File: config.mk
export PLATFORM = sky130hd
export DESIGN_NAME = fifo_stream_reader
export DESIGN_NICKNAME = d
export VERILOG_FILES = /design/src/rtl/fifo_pkg.sv /design/src/rtl/fifo_rd_buf.sv /design/src/rtl/fifo_stream_reader.sv
export SDC_FILE = /design/constraint.sdc
export NUM_CORES = 1
export LEC_CHECK = 0
export ABC_AREA = 1
export ABC_CLOCK_PERIOD_IN_PS = 2100
export BUFFER_PORTS_ARGS = -buffer_cell sky130_fd_sc_hd__buf_2
export CAP_MARGIN = 10
export CORE_ASPECT_RATIO = 0.7
export CORE_MARGIN = 3
export CORE_UTILIZATION = 40
export DETAILED_ROUTE_END_ITERATION = 8
export HOLD_SLACK_MARGIN = 0.15
export PLACE_DENSITY = 0.64
export REMOVE_ABC_BUFFERS = 1
export SLEW_MARGIN = 20
export SYNTH_ARGS = -nofsm -noshare
export SYNTH_HDL_FRONTEND = slang
export SYNTH_SLANG_ARGS = --single-unit
File: constraint.sdc
create_clock -name clk -period 2.1 [get_ports clk]
set_clock_uncertainty 0.05 [all_clocks]
set_input_delay 0.105 -clock clk [delete_from_list [all_inputs] [get_ports clk]]
set_output_delay 0.105 -clock clk [all_outputs]
set_load 0.02 [all_outputs]
File: src/rtl/fifo_pkg.sv
// Shared defaults for the read-side FIFO stream consumer: word width, skid depth,
// transfer-counter width and the pointer-width helper used by the skid store.
package fifo_pkg;

  localparam int FIFO_DATA_W     = 8;
  localparam int FIFO_SKID_DEPTH = 4;
  localparam int FIFO_CNT_W      = 16;

  function automatic int fifo_ptr_w(input int depth);
    return (depth > 1) ? $clog2(depth) : 1;
  endfunction

endpackage

File: src/rtl/fifo_rd_buf.sv
// Skid store for the FIFO stream reader: circular buffer of captured FIFO words with
// read/write pointers and an occupancy count; head word is always visible on rd_data.
module fifo_rd_buf
  import fifo_pkg::*;
#(
  parameter int DATA_W = FIFO_DATA_W,
  parameter int DEPTH  = FIFO_SKID_DEPTH,
  parameter int PTR_W  = fifo_ptr_w(DEPTH)
) (
  input  logic              clk,
  input  logic              rst,
  input  logic              wr_en,
  input  logic [DATA_W-1:0] wr_data,
  input  logic              rd_en,
  output logic [DATA_W-1:0] rd_data,
  output logic [PTR_W:0]    count
);

  logic [DATA_W-1:0] skid_q [DEPTH];
  logic [PTR_W-1:0]  wr_ptr_q, wr_ptr_d;
  logic [PTR_W-1:0]  rd_ptr_q, rd_ptr_d;
  logic [PTR_W:0]    count_q, count_d;
  logic              rd_fire_s;

  // A read request against an empty store is ignored.
  assign rd_fire_s = rd_en && (count_q != (PTR_W+1)'(0));

  always_comb begin
    wr_ptr_d = wr_ptr_q;
    rd_ptr_d = rd_ptr_q;
    count_d  = count_q;
    if (wr_en) begin
      wr_ptr_d = wr_ptr_q + PTR_W'(1);
    end else begin
      wr_ptr_d = wr_ptr_q;
    end
    if (rd_fire_s) begin
      rd_ptr_d = rd_ptr_q + PTR_W'(1);
    end else begin
      rd_ptr_d = rd_ptr_q;
    end
    case ({wr_en, rd_fire_s})
      2'b10:   count_d = count_q + (PTR_W+1)'(1);
      2'b01:   count_d = count_q - (PTR_W+1)'(1);
      default: count_d = count_q;
    endcase
  end

  always_ff @(posedge clk or posedge rst) begin
    if (rst) begin
      wr_ptr_q <= PTR_W'(0);
      rd_ptr_q <= PTR_W'(0);
      count_q  <= (PTR_W+1)'(0);
      for (int i = 0; i < DEPTH; i++) begin
        skid_q[i] <= {DATA_W{1'b0}};
      end
    end else begin
      wr_ptr_q <= wr_ptr_d;
      rd_ptr_q <= rd_ptr_d;
      count_q  <= count_d;
      if (wr_en) begin
        skid_q[wr_ptr_q] <= wr_data;
      end
    end
  end

  assign rd_data = skid_q[rd_ptr_q];
  assign count   = count_q;

endmodule

File: src/rtl/fifo_stream_reader.sv
// Read-domain consumer for the dual-clock FIFO: pops words into a skid store and
// presents them as a first-word-fall-through valid/ready stream. FIFO_RD_COUNT_EN adds m_count.
module fifo_stream_reader
  import fifo_pkg::*;
#(
  parameter int DATA_W     = FIFO_DATA_W,
  parameter int SKID_DEPTH = FIFO_SKID_DEPTH
`ifdef FIFO_RD_COUNT_EN
  ,
  parameter int CNT_W      = FIFO_CNT_W
`endif
) (
  input  logic              clk,
  input  logic              rst,
  input  logic              fifo_rempty,
  output logic              fifo_read_enable,
  input  logic [DATA_W-1:0] fifo_rdata,
  output logic              m_valid,
  input  logic              m_ready,
  output logic [DATA_W-1:0] m_data
`ifdef FIFO_RD_COUNT_EN
  ,
  output logic [CNT_W-1:0]  m_count
`endif
);

  localparam int PTR_W = fifo_ptr_w(SKID_DEPTH);
  localparam int OCC_W = PTR_W + 1;

  logic             inflight_q;
  logic [OCC_W-1:0] count_s;
  logic [OCC_W-1:0] occ_s;
  logic             issue_s;
  logic             transfer_s;

  // Reserving a slot for the in-flight word means a capture can never find the store full.
  assign occ_s            = count_s + OCC_W'(inflight_q);
  assign issue_s          = !fifo_rempty && (occ_s < OCC_W'(SKID_DEPTH));
  assign fifo_read_enable = issue_s && !rst;
  assign m_valid          = (count_s != OCC_W'(0));
  assign transfer_s       = m_valid && m_ready;

  always_ff @(posedge clk or posedge rst) begin
    if (rst) begin
      inflight_q <= 1'b0;
    end else begin
      inflight_q <= issue_s;
    end
  end

  fifo_rd_buf #(
    .DATA_W (DATA_W),
    .DEPTH  (SKID_DEPTH),
    .PTR_W  (PTR_W)
  ) u_buf (
    .clk     (clk),
    .rst     (rst),
    .wr_en   (inflight_q),
    .wr_data (fifo_rdata),
    .rd_en   (transfer_s),
    .rd_data (m_data),
    .count   (count_s)
  );

`ifdef FIFO_RD_COUNT_EN
  logic [CNT_W-1:0] xfer_cnt_q, xfer_cnt_d;

  always_comb begin
    xfer_cnt_d = xfer_cnt_q;
    if (transfer_s) begin
      xfer_cnt_d = xfer_cnt_q + CNT_W'(1);
    end else begin
      xfer_cnt_d = xfer_cnt_q;
    end
  end

  always_ff @(posedge clk or posedge rst) begin
    if (rst) begin
      xfer_cnt_q <= CNT_W'(0);
    end else begin
      xfer_cnt_q <= xfer_cnt_d;
    end
  end

  assign m_count = xfer_cnt_q;
`else
  // Without the counter, transfers only advance the skid store.
`endif

endmodule
After elaboration in Yosys (flattened, before gate mapping) --
Index checks and enable logic that the tools add are counted.
Word-level totals: bits in registers 40, input bits 12
Operators by class: $add $sub $neg 5, order comparisons 4, equality and inequality tests 2, mux-type cells 7, bitwise operators 2, reduce and logical (&&, ||, !) cells 9
Operators by type and width (count):
- $bwmux 32 | 1
- $mux 8 | 3
- $bmux 8 s2 | 1
- $demux 8 s2 | 1
- $ge 3x3->1 const B | 2
- $not 2->3 | 2
- $pmux 3 s2 | 1
- $logic_and 1x1->1 | 5
- $add 2x1->2 const B | 2
- $add 3x1->3 | 1
- $add 3x1->3 const B | 1
- $lt 3x1->1 const B | 1
- $lt 3x3->1 const B | 1
- $reduce_bool 3->1 | 1
- $sub 3x1->3 const B | 1
- $eq 2x1->1 const B | 1
- $eq 2x2->1 const B | 1
- $logic_not 1->1 | 2
- $reduce_bool 2->1 | 1

Depth between registers and ports, before layout --
word-level depth 6, mapped depth 12

Hierarchy --
Synthesis repeated with hierarchy kept, for this count alone.
Second synthesis, totals: cells, all modules 235, area, all modules 2047.0 µm²
By module, submodules not included:
- fifo_rd_buf | times used 1, cells an instance 222, area each 1960.6 µm², seq. area each 975.9 µm²
- fifo_stream_reader | times used 1, cells an instance 13, area each 86.3 µm², seq. area each 25.0 µm²

Worst setup path before layout --
Ideal clock, no wire load.
path kind reg-to-reg, start point reg u_buf.count_q[0] (netlist: u_buf.count[0]), end point reg u_buf.count_q[2] (netlist: u_buf.count[2]), library setup time 117 ps, arrival 1707 ps, data required time 1933 ps, path slack 226 ps, cell stages (with the launch flop) 12, period minus slack after synthesis 1874 ps, path through dfrtp_1 inv_1 nand3_1 nand2_1 inv_1 ha_1 inv_1 fa_1 nand2_1 nand3_1 nand2_1 nand2_1
On the way: word-level cells in the longest chain between the ends 5
RTL lines:
- start: declaration | RTL line fifo_rd_buf.sv:22 | logic [PTR_W:0] count_q, count_d;
- start signal: assignment | RTL line fifo_rd_buf.sv:53 | count_q <= (PTR_W+1)'(0);
- start signal: assignment | RTL line fifo_rd_buf.sv:60 | count_q <= count_d;
- $reduce_bool 3->1 (*) | RTL line fifo_stream_reader.sv:40 | assign m_valid = (count_s != OCC_W'(0));
- net m_valid | RTL line fifo_stream_reader.sv:18 | output logic m_valid,
- $logic_and 1x1->1 | RTL line fifo_stream_reader.sv:41 | assign transfer_s = m_valid && m_ready;
- $logic_and 1x1->1 (*) | RTL line fifo_rd_buf.sv:26 | assign rd_fire_s = rd_en && (count_q != (PTR_W+1)'(0));
- net u_buf.rd_fire_s | RTL line fifo_rd_buf.sv:23 | logic rd_fire_s;
- $eq 2x1->1 / $eq 2x2->1 (equally long branches) | RTL line fifo_rd_buf.sv:42 | case ({wr_en, rd_fire_s})
- $pmux 3 s2 / $reduce_bool 2->1 (equally long branches)
Mark *: on every way through the listed nets, which the timed path passes. The rest lies on a longest branch. A chain may end at the register's enable or synchronous reset.

Worst setup path after layout --
start point reg u_buf.count_q[0] (netlist: u_buf.count[0]), end point reg u_buf.count_q[2] (netlist: u_buf.count[2])
On the way: word-level cells in the longest chain between the ends 5
RTL lines (RTL line):
- $reduce_bool 3->1 (*) | fifo_rd_buf.sv:26, fifo_stream_reader.sv:40
- $logic_and 1x1->1 | fifo_stream_reader.sv:41
- $logic_and 1x1->1 (*) | fifo_rd_buf.sv:26
- net u_buf.rd_fire_s | fifo_rd_buf.sv:23
- $eq 2x1->1 / $eq 2x2->1 (equally long branches) | fifo_rd_buf.sv:42
- $pmux 3 s2 / $reduce_bool 2->1 (equally long branches)
Marked as above.

==> impl_metrics.env <==
export IMPL_outcome="complete, no violations"
export IMPL_hpwl_um=2461
export IMPL_holdWs_ns=0.4317
export IMPL_synth_warnings=0
export IMPL_diodes=0
export IMPL_cts_root_buf="clkbuf_8"
export IMPL_placed_area_sq_um=2078
export IMPL_power_density_nw_per_um2=1586
export IMPL_async_flop_share=1.000
export IMPL_syn_area_per_cell_sq_um=8.871
export IMPL_cts_made_buffers=5
export IMPL_cp_max_fo=4
export IMPL_rsz0062_at_grt="false"
export IMPL_min_period_ns=1.870
export IMPL_required_ns=2.23
export IMPL_cp_slowest_stage_delay_ns=0.40
export IMPL_crit_chain="inv_1, nand3_1, nand2_1, inv_1, ha_1, inv_1, fa_1, nand2_1, nand3_1, nand2_1, nand2_1"
export IMPL_cts_resized=0
export IMPL_relSlewSlack=0.6333
export IMPL_dpl_cell_count=303
export IMPL_setup_viol=0
export IMPL_first_global_vias=1404
export IMPL_synth_area_leader_cell="dfrtp_1"
export IMPL_fin_area_sq_um=2285
export IMPL_cts_max_level=2
export IMPL_routed_wl_um=3836
export IMPL_worst_path_most_repeated_cell="nand2_1"
export IMPL_utilization=0.5044
export IMPL_tns_ns=0
export IMPL_vias=1489
export IMPL_worst_pin_slew_ns=0.5500
export IMPL_slew_violations=0
export IMPL_globalRouteOverflowTotal=0
export IMPL_leakage_nw=1.173
export IMPL_insertion_delay_ns=0.29
export IMPL_track_usage=0.1447
export IMPL_core_region_area_sq_um=4529
export IMPL_synth_top_flop_cell="dfrtp_1"
export IMPL_drtAntennaViolNets=0
export IMPL_yosysMostFrequentCell="nand2_1"
export IMPL_nNetsFinal=273
export IMPL_pin_count=22
export IMPL_grt_pass1_wl_um=6617
export IMPL_drc=0
export IMPL_grt_start_max_net_pins=41
export IMPL_drt_met1_wl_um=1988
export IMPL_numPortBuffers=21
export IMPL_start_kind="register"
export IMPL_cts_buffer_depth=2
export IMPL_synth_edf_count=0
export IMPL_endpoint_kind="register"
export IMPL_antenna_found_initial=0
export IMPL_clk_pin_slew_worst_paths_ns=0.07
export IMPL_routed_wl_met2_um=1603
export IMPL_num_rows=20
export IMPL_place_congestion=0.7737
export IMPL_cts_sinks=40
export IMPL_place_ws_ns=0.2516
export IMPL_ys_types=17
export IMPL_synth_top_area_share=0.5083
export IMPL_cp_buffers_inverters=3
export IMPL_ys_seq_elements=40
export IMPL_dieArea_sq_um=5815
export IMPL_arrival_ns=2.01
export IMPL_ys_top_cells_by_count="47 x nand2_1, 41 x o21ai_1, 40 x dfrtp_1"
export IMPL_dr_pass1_iters=4
export IMPL_syn_inst=222
export IMPL_instances_no_fill=321
export IMPL_timing_fmax_mhz=534.7
export IMPL_drive_above_1_share=0.1765
export IMPL_dr_first_iter_drc_count=69
export IMPL_initial_core_util=0.4348
export IMPL_hold_violations=0
export IMPL_cap_violations=0
export IMPL_vias_per_cell=4.639
export IMPL_seq_area_frac_synth=0.5083
export IMPL_wl_met3_um=171
export IMPL_synth_area_leaders="dfrtp_1 51%, o21ai_1 10%, nand2_1 9.0%, buf_6 5.1%, nor2_1 4.8%"
export IMPL_finalPower_mw=3.623
export IMPL_die_x_um=89.87
export IMPL_final_period_utilization=0.8905
export IMPL_area_growth_pct=16.01
export IMPL_cts_tree="yes"
export IMPL_hold_class="input pin to asynchronous set/reset pin"
export IMPL_crit_type="register to register"
export IMPL_wl_per_cell_um=11.95
export IMPL_crit_family="simple AND/OR/NAND/NOR gates"
export IMPL_fin_ws_ns=0.2300
export IMPL_synth_area_sq_um=1969
export IMPL_slowest_stage="dfrtp_1"
export IMPL_die_h_um=64.71
export IMPL_top_layer="met4"
export IMPL_ir_drop_mv=0.6580
tightest hold or removal path, stage by stage:
cell           delay [ns]
dlygate4sd3_1        0.53
buf_2                0.13
inv_1                0.04
buf_4                0.42
final timing paths:
| kind | startpoint | endpoint | slack (ns) | cells after the start |
|---|---|---|---|---|
| setup / recovery | u_buf.count[0] | u_buf.count[2] | 0.23 | 11 |
| min in group clk | u_buf.skid_q[16] | u_buf.skid_q[16] | 0.43 | 2 |
| hold / removal | rst | u_buf.wr_ptr_q[0] | 0.43 | 4 |
| max in group asynchronous | rst | u_buf.skid_q[8] | 1.21 | 4 |
| hold reg to reg | u_buf.skid_q[16] | u_buf.skid_q[16] | 0.43 | 2 |
| setup reg to reg | u_buf.count[0] | u_buf.count[2] | 0.23 | 11 |
logic make-up after synthesis:
kind of cell / share of synthesized area
fa+ha+maj: 0.04193
compound gates: 0.1626
flops: 0.5083
xor+xnor: 0.008896
simple gates: 0.1817
buf+inv: 0.09657
power breakdown:
| part | internal, mW | leakage, nW | switching [mW] | total [mW] |
|---|---|---|---|---|
| clock | 0.293 | 0.0503 | 0.255 | 0.547 |
| combinational | 0.626 | 0.636 | 1.03 | 1.66 |
| sequential | 1.16 | 0.487 | 0.259 | 1.42 |
| total | 2.08 | 1.17 | 1.55 | 3.62 |
metal layers:
metal  GRT usage  vias to the layer above
met2      0.2144                       28
met5           0                        -
met4     0.07443                        0
met1      0.1988                      678
li1            -                      776
met3     0.03364                        7
cell type report:
| type | instances | area, sq um |
|---|---|---|
| clock buffer | 7 | 96.34 |
| fill | 445 | 2245 |
| inverter | 23 | 88.84 |
| multi-input combinational | 150 | 778.2 |
| sequential | 40 | 1001 |
| tap | 66 | 82.58 |
| timing repair buffer | 35 | 237.7 |
state kept, by name, indices dropped and copies added, names as in the netlist:
register,count
u_buf.rd_ptr_q,2
inflight_q,1
u_buf.wr_ptr_q,2
u_buf.count,3
u_buf.skid_q,32
cells in the final DEF, fill, tap and decap left out, types with 2 or more instances in the layout:
cell	n
buf_2	21
buf_4	3
clkbuf_8	7
dfrtp_1	40
dlygate4sd3_1	11
ha_1	5
inv_1	21
nand2_1	47
nand2_4	4
nand3_1	6
nand4_1	2
nor2_1	25
o21ai_0	9
o21ai_1	41
o21ai_2	8
timing repair:
action	in CTS	in global routing
buffers inserted	0	0
setup endpoints to repair	0	0
endpoints found under the hold margin	75	0
hold buffers	11	0
Power figures use the tool's default switching activity.
